## src/rtl/cdb_request_buffer.sv

```systemverilog
// Per-FU result FIFO that raises one CDB request lane; 1-cycle push-to-request latency (0 with CDB_BYPASS_EN).
// fu_ready drops only when full (registered, no gnt path); squash/reset empty the queue next cycle.
`ifndef XLEN
`define XLEN 32
`endif
`ifndef PRF
`define PRF 64
`endif
`ifndef ROB
`define ROB 32
`endif

module cdb_request_buffer #(
  parameter int DEPTH = 4
) (
  input  logic                      clock,
  input  logic                      reset,
  input  logic                      squash,
  input  logic                      fu_valid,
  input  logic [`XLEN-1:0]          fu_data,
  input  logic [$clog2(`PRF)-1:0]   fu_prf_idx,
  input  logic [$clog2(`ROB)-1:0]   fu_rob_idx,
  input  logic                      fu_direction,
  input  logic [`XLEN-1:0]          fu_target,
  input  logic                      fu_reg_write,
  output logic                      fu_ready,
  input  logic                      gnt,
  output logic                      CDB_valid_out,
  output logic [`XLEN-1:0]          CDB_Data_out,
  output logic [$clog2(`PRF)-1:0]   CDB_PRF_idx_out,
  output logic [$clog2(`ROB)-1:0]   CDB_ROB_idx_out,
  output logic                      CDB_direction_out,
  output logic [`XLEN-1:0]          CDB_target_out,
  output logic                      CDB_reg_write_out
);

  localparam int PW = $clog2(DEPTH);
  localparam int CW = PW + 1;
  localparam logic [CW-1:0] FULL = CW'(DEPTH);

  typedef struct packed {
    logic [`XLEN-1:0]        data;
    logic [$clog2(`PRF)-1:0] prf_idx;
    logic [$clog2(`ROB)-1:0] rob_idx;
    logic                    direction;
    logic [`XLEN-1:0]        target;
    logic                    reg_write;
  } cdb_pkt_t;

  cdb_pkt_t        mem [DEPTH];
  cdb_pkt_t        fu_pkt;
  cdb_pkt_t        out_pkt;
  logic [PW-1:0]   head;
  logic [PW-1:0]   tail;
  logic [CW-1:0]   count;
  logic            push;
  logic            pop;
  logic            bypass_take;

  assign fu_pkt = '{data: fu_data, prf_idx: fu_prf_idx, rob_idx: fu_rob_idx,
                    direction: fu_direction, target: fu_target, reg_write: fu_reg_write};

  assign fu_ready = (count != FULL);

  always_comb begin
    out_pkt       = '0;
    CDB_valid_out = 1'b0;
    bypass_take   = 1'b0;
    if (count != '0) begin
      CDB_valid_out = !squash && !reset;
      out_pkt       = mem[head];
    end
`ifdef CDB_BYPASS_EN
    // Empty queue: forward the FU result straight onto the lane; a grant consumes it in place.
    else if (fu_valid && !squash && !reset) begin
      CDB_valid_out = 1'b1;
      out_pkt       = fu_pkt;
      bypass_take   = gnt;
    end
`endif
  end

  assign push = fu_valid && fu_ready && !squash && !reset && !bypass_take;
  assign pop  = CDB_valid_out && gnt && (count != '0);

  assign CDB_Data_out      = out_pkt.data;
  assign CDB_PRF_idx_out   = out_pkt.prf_idx;
  assign CDB_ROB_idx_out   = out_pkt.rob_idx;
  assign CDB_direction_out = out_pkt.direction;
  assign CDB_target_out    = out_pkt.target;
  assign CDB_reg_write_out = out_pkt.reg_write;

  always_ff @(posedge clock) begin
    if (reset || squash) begin
      head  <= '0;
      tail  <= '0;
      count <= '0;
    end else begin
      if (push) tail <= tail + PW'(1);
      if (pop)  head <= head + PW'(1);
      case ({push, pop})
        2'b10:   count <= count + CW'(1);
        2'b01:   count <= count - CW'(1);
        default: count <= count;
      endcase
    end
  end

  always_ff @(posedge clock) begin
    if (push) mem[tail] <= fu_pkt;
  end

endmodule

```

## config.mk

```make
export PLATFORM = sky130hd
export DESIGN_NAME = cdb_request_buffer
export DESIGN_NICKNAME = d
export VERILOG_FILES = /design/src/rtl/cdb_request_buffer.sv
export SDC_FILE = /design/constraint.sdc
export NUM_CORES = 1
export LEC_CHECK = 0
export ABC_AREA = 1
export CAP_MARGIN = 10
export CORE_MARGIN = 2
export CORE_UTILIZATION = 40
export CTS_BUF_LIST = sky130_fd_sc_hd__clkbuf_16
export DETAILED_ROUTE_END_ITERATION = 16
export PLACE_DENSITY = 0.74
export SLEW_MARGIN = 20
export SYNTH_ARGS = -nofsm -noshare
export SYNTH_HDL_FRONTEND = slang
export SYNTH_SLANG_ARGS = --single-unit
```

## constraint.sdc

```tcl
create_clock -name clock -period 5 [get_ports clock]
set_input_delay 1 -clock clock [delete_from_list [all_inputs] [get_ports clock]]
set_output_delay 1 -clock clock [all_outputs]
set_load 0.01 [all_outputs]
```

-- Yosys cells after proc, flatten, opt, wreduce, memory -nomap -nowiden
Memories as Yosys holds them, arrays and structs flattened. A register that Yosys moved wholly into a read port is not among the register bits.
Cells that the tools add are included.
- memories kept: 1
- memory bits (writable): 308
- register bits: 7
- memories (name ; depth ; width ; rd ports ; clocked after Yosys merged registers in ; wr ports ; RTL line ; RTL):
    mem ; 4 ; 77 ; 1 ; 1 ; 1 ; 50 ; cdb_pkt_t mem [DEPTH];
- muxes and demuxes: 7
- reduce and logical (&&, ||, !) cells: 11
- add/subtract/negate cells: 4
- equal/unequal tests: 3
- operators with widths (cell ; count):
    $mux W77 ; 1
    $logic_and A1 B1 Y1 ; 6
    $pmux W3 S2 ; 1
    $add A2 B1 Y2 const B ; 2
    $mux W2 ; 2
    $add A3 B1 Y3 const B ; 1
    $mux W1 ; 3
    $ne A3 B3 Y1 const B ; 1
    $reduce_bool A3 Y1 ; 1
    $sub A3 B1 Y3 const B ; 1
    $eq A2 B1 Y1 const B ; 1
    $eq A2 B2 Y1 const B ; 1
    $logic_not A1 Y1 ; 2
    $reduce_bool A2 Y1 ; 1
    $logic_or A1 B1 Y1 ; 1

-- Logic depth before layout (Yosys ltp)
- depth after elaboration: 7
- depth in mapped cells: 13
- depth with buffers taken out: 13

-- Worst setup path before layout
OpenSTA, ideal clock, no wires.
- path type: input to register
- start: input port reset
- end: memory mem[0][0] in the netlist's numbering, enable pin
- arrival time: 4722 ps
- stages on the path: 3
- data required time: 4487 ps
- setup time: 513 ps
- setup slack: -235 ps
- buffers on the path: 0
- cell sequence: nor2_1 > nand2_1 > nor2_1
- word-level cells in the longest chain between the ends: 4
- RTL lines (item ; RTL line ; RTL):
    start, declared ; 17 ; input logic reset,
    $logic_not A1 Y1 ; 83 ; assign push = fu_valid && fu_ready && !squash && !reset && !bypass_take;
    $logic_and A1 B1 Y1 ; 83 ;
    $mux W1 ; 110 ; if (push) mem[tail] <= fu_pkt;
    $mux W1 (not written as such) ; 110 ;
    end, declared ; 50 ;
Every way passes these cells.

-- Final worst setup path
- start: register count[1]
- end: output port CDB_Data_out[15]
- word-level cells in the longest chain between the ends: 2
- RTL lines (item ; RTL line ; RTL):
    start, declared ; 55 ; logic [CW-1:0] count;
    start signal, assigned ; 102 ; 2'b10: count <= count + CW'(1);
    start signal, assigned ; 103 ; 2'b01: count <= count - CW'(1);
    start signal, assigned ; 104 ; default: count <= count;
    $reduce_bool A3 Y1 ; 69 ; if (count != '0) begin
    $mux W77 ; 69 ;
    end, declared ; 29 ; output logic [`XLEN-1:0] CDB_Data_out,
Every way passes these cells.

==> impl_metrics.tcl <==
set metrics [dict create \
    path_cells "nor2_1, nand2_1, clkinv_2, buf_4, a21oi_1, clkdlybuf4s50_1" \
    syn_area_um2 12400 \
    yosysUniqueCellTypes 20 \
    drive_above_1_share 0.0613 \
    cts_tree "built" \
    crit_type "reg -> out" \
    place_ws_ps 1360 \
    max_freq_mhz 254 \
    drv_cap 0 \
    num_rows 64 \
    cts_resized 0 \
    yosysMostFrequentCell "nor2_1" \
    path_clk_slew_ps 60 \
    crit_arrival_ps 2940 \
    async_flop_share 0 \
    status "finished clean" \
    drc 0 \
    die_h_um 180 \
    drtPass1Iterations 4 \
    vias_per_cell 5.04 \
    holdWs_ps 524 \
    core_area_um2 30500 \
    grtUsageTotal 0.161 \
    startpoint_type "register" \
    hp-class "reg -> reg" \
    htreeDepth 2 \
    cts_buffers 34 \
    postRouteAntennaNets 0 \
    ys_seq_area_frac 0.761 \
    route.vias.total 7836 \
    power_density_nw_per_um2 364 \
    ctsHoldBuffers 0 \
    drv_slew 0 \
    slew_headroom 0.314 \
    cp_top_family "buffers and inverters" \
    die_area_um2 32400 \
    antenna_found_initial 1 \
    postCtsSetupBuffers 0 \
    ys_dominant_reg_cell "edfxtp_1" \
    grt_pass1_vias 7744 \
    cts_root_buffer "clkbuf_16" \
    clock_path_buffers 3 \
    netlist_top_cells_count "nor2_1, edfxtp_1, o21ai_0, a21oi_1, o21ai_1" \
    layout.nets 1222 \
    vdd_drop_max_uv 336 \
    drt_iter0_drc 561 \
    dp_hpwl_mm 14.8 \
    setup_violations 0 \
    ioPinCount 161 \
    crit_buf_inv 3 \
    start_util 0.406 \
    synth_warnings 0 \
    clk_latency_ps 500 \
    grt_pass1_wl_mm 41.3 \
    syn_avg_cell_area_um2 12.7 \
    wire_per_inst_um 17.2 \
    synth_edf_count 308 \
    setup_ws_ps 1060 \
    place.port_buffers 160 \
    grt_start_max_net_pins 78 \
    gp_congestion 0.735 \
    critPathMaxFanout 49 \
    critical-path-max-stage-delay_ps 580 \
    die_w_um 180 \
    synth_top_area_share 0.747 \
    globalRouteOverflowTotal 0 \
    ys_ff_latch 317 \
    fin_skew_ps 11.9 \
    critPathCaptureType "output port" \
    rsz0062_at_grt "no" \
    fin_util 0.508 \
    wl_mm 26.7 \
    cpMaxStageDelayCell "clkdlybuf4s50_1" \
    worstPathRequired_ps 4000 \
    fin_crit_sh 0.787 \
    antenna_cells 0 \
    worst_slew_pin_slew_ps 1030 \
    syn2layout_area_growth_pct 25.1 \
    cellLeakagePower_uw 0.00520 \
    synthCells 979 \
    hold_viol_final 0 \
    synth_top_cell_by_area "edfxtp_1" \
    synth.net_count 1067 \
    clkSinkCount 317 \
    period_needed_ps 3940 \
    synth_area_leaders "edfxtp_1, nor2_1, o21ai_0, a21oi_1, o21ai_1" \
]
==> layer usage <==
layer,vias up,GRT usage,share of wire
met5,-,0,0
li1,3769,-,-
met4,0,0.0465,0.017
met3,42,0.0324,0.066
met1,3760,0.204,0.42
met2,265,0.283,0.50
==> logic make-up (layout without fill, tap and decap cells) <==
logic type / Yosys count / count (layout) / synth area share
and+or+nand+nor: 340 / 340 / 0.104
DFF: 317 / 317 / 0.761
buffers and inverters: 77 / 256 / 0.0322
AOI/OAI and AO/OA: 239 / 239 / 0.0965
adders and majority gates: 6 / 6 / 0.00667
==> state kept, by name (all words and copies together), names as in the netlist, named ones only <==
| name | flops |
|---|---|
| count | 3 |
| head | 2 |
| mem | 308 |
| tail | 2 |
==> tightest hold or removal path: cells and delay by family (launching register included) <==
family,cells,cell delay (ps)
AND/OR/NAND/NOR,1,80
flip-flops,1,340
AO/OA/AOI/OAI,1,60
==> final cells by class <==
type	instances	area, um2
Fill cell	2584	15000
Sequential cell	317	9440
Multi-Input combinational cell	585	2590
Timing Repair Buffer	177	1770
Clock buffer	37	926
Tap cell	396	495
Clock inverter	23	201
Inverter	19	76.3
==> per-stage QoR <==
| step | cells | power [uW] | area [um2] | setup TNS [ps] |
|---|---|---|---|---|
| global placement | 1494 | 3210 | 14400 | 0 |
| CTS | 1554 | 5700 | 15500 | 0 |
| global route | 1554 | 5820 | 15500 | 0 |
| detailed placement | 1494 | 3210 | 14400 | 0 |
| finish | 1554 | 5640 | 15500 | 0 |
| floorplan | 979 | 3070 | 12400 | -72340 |
==> power by group <==
group | internal, uW | switching, uW
clock | 1530 | 953
sequential | 2940 | 6.26
combinational | 102 | 107
==> placed cells by master, fill, tap and decap left out, drive strengths merged <==
master	synthesis	layout
ha	5	5
bufinv	0	4
nand3	1	1
a21oi	82	82
clkbuf	27	37
nand2	15	15
edfxtp	308	308
clkdlybuf4s50	0	160
nor2	322	322
clkinvlp	0	1
or2	1	1
o21ai	157	157
clkinv	0	11
dfxtp	9	9
buf	31	17
nand4	1	1
fa	1	1
inv	19	26
==> worst paths after layout <==
kind / cells after the start / endpoint / startpoint / slack [ps]
worst min-delay path: 2 / tail[1] / tail[1] / 520
worst min register to register: 2 / tail[1] / tail[1] / 520
worst max-delay path: 6 / CDB_Data_out[15] / count[1] / 1060
worst max register to register: 13 / count[2] / count[1] / 2620
(Power assumes the default switching activity.)
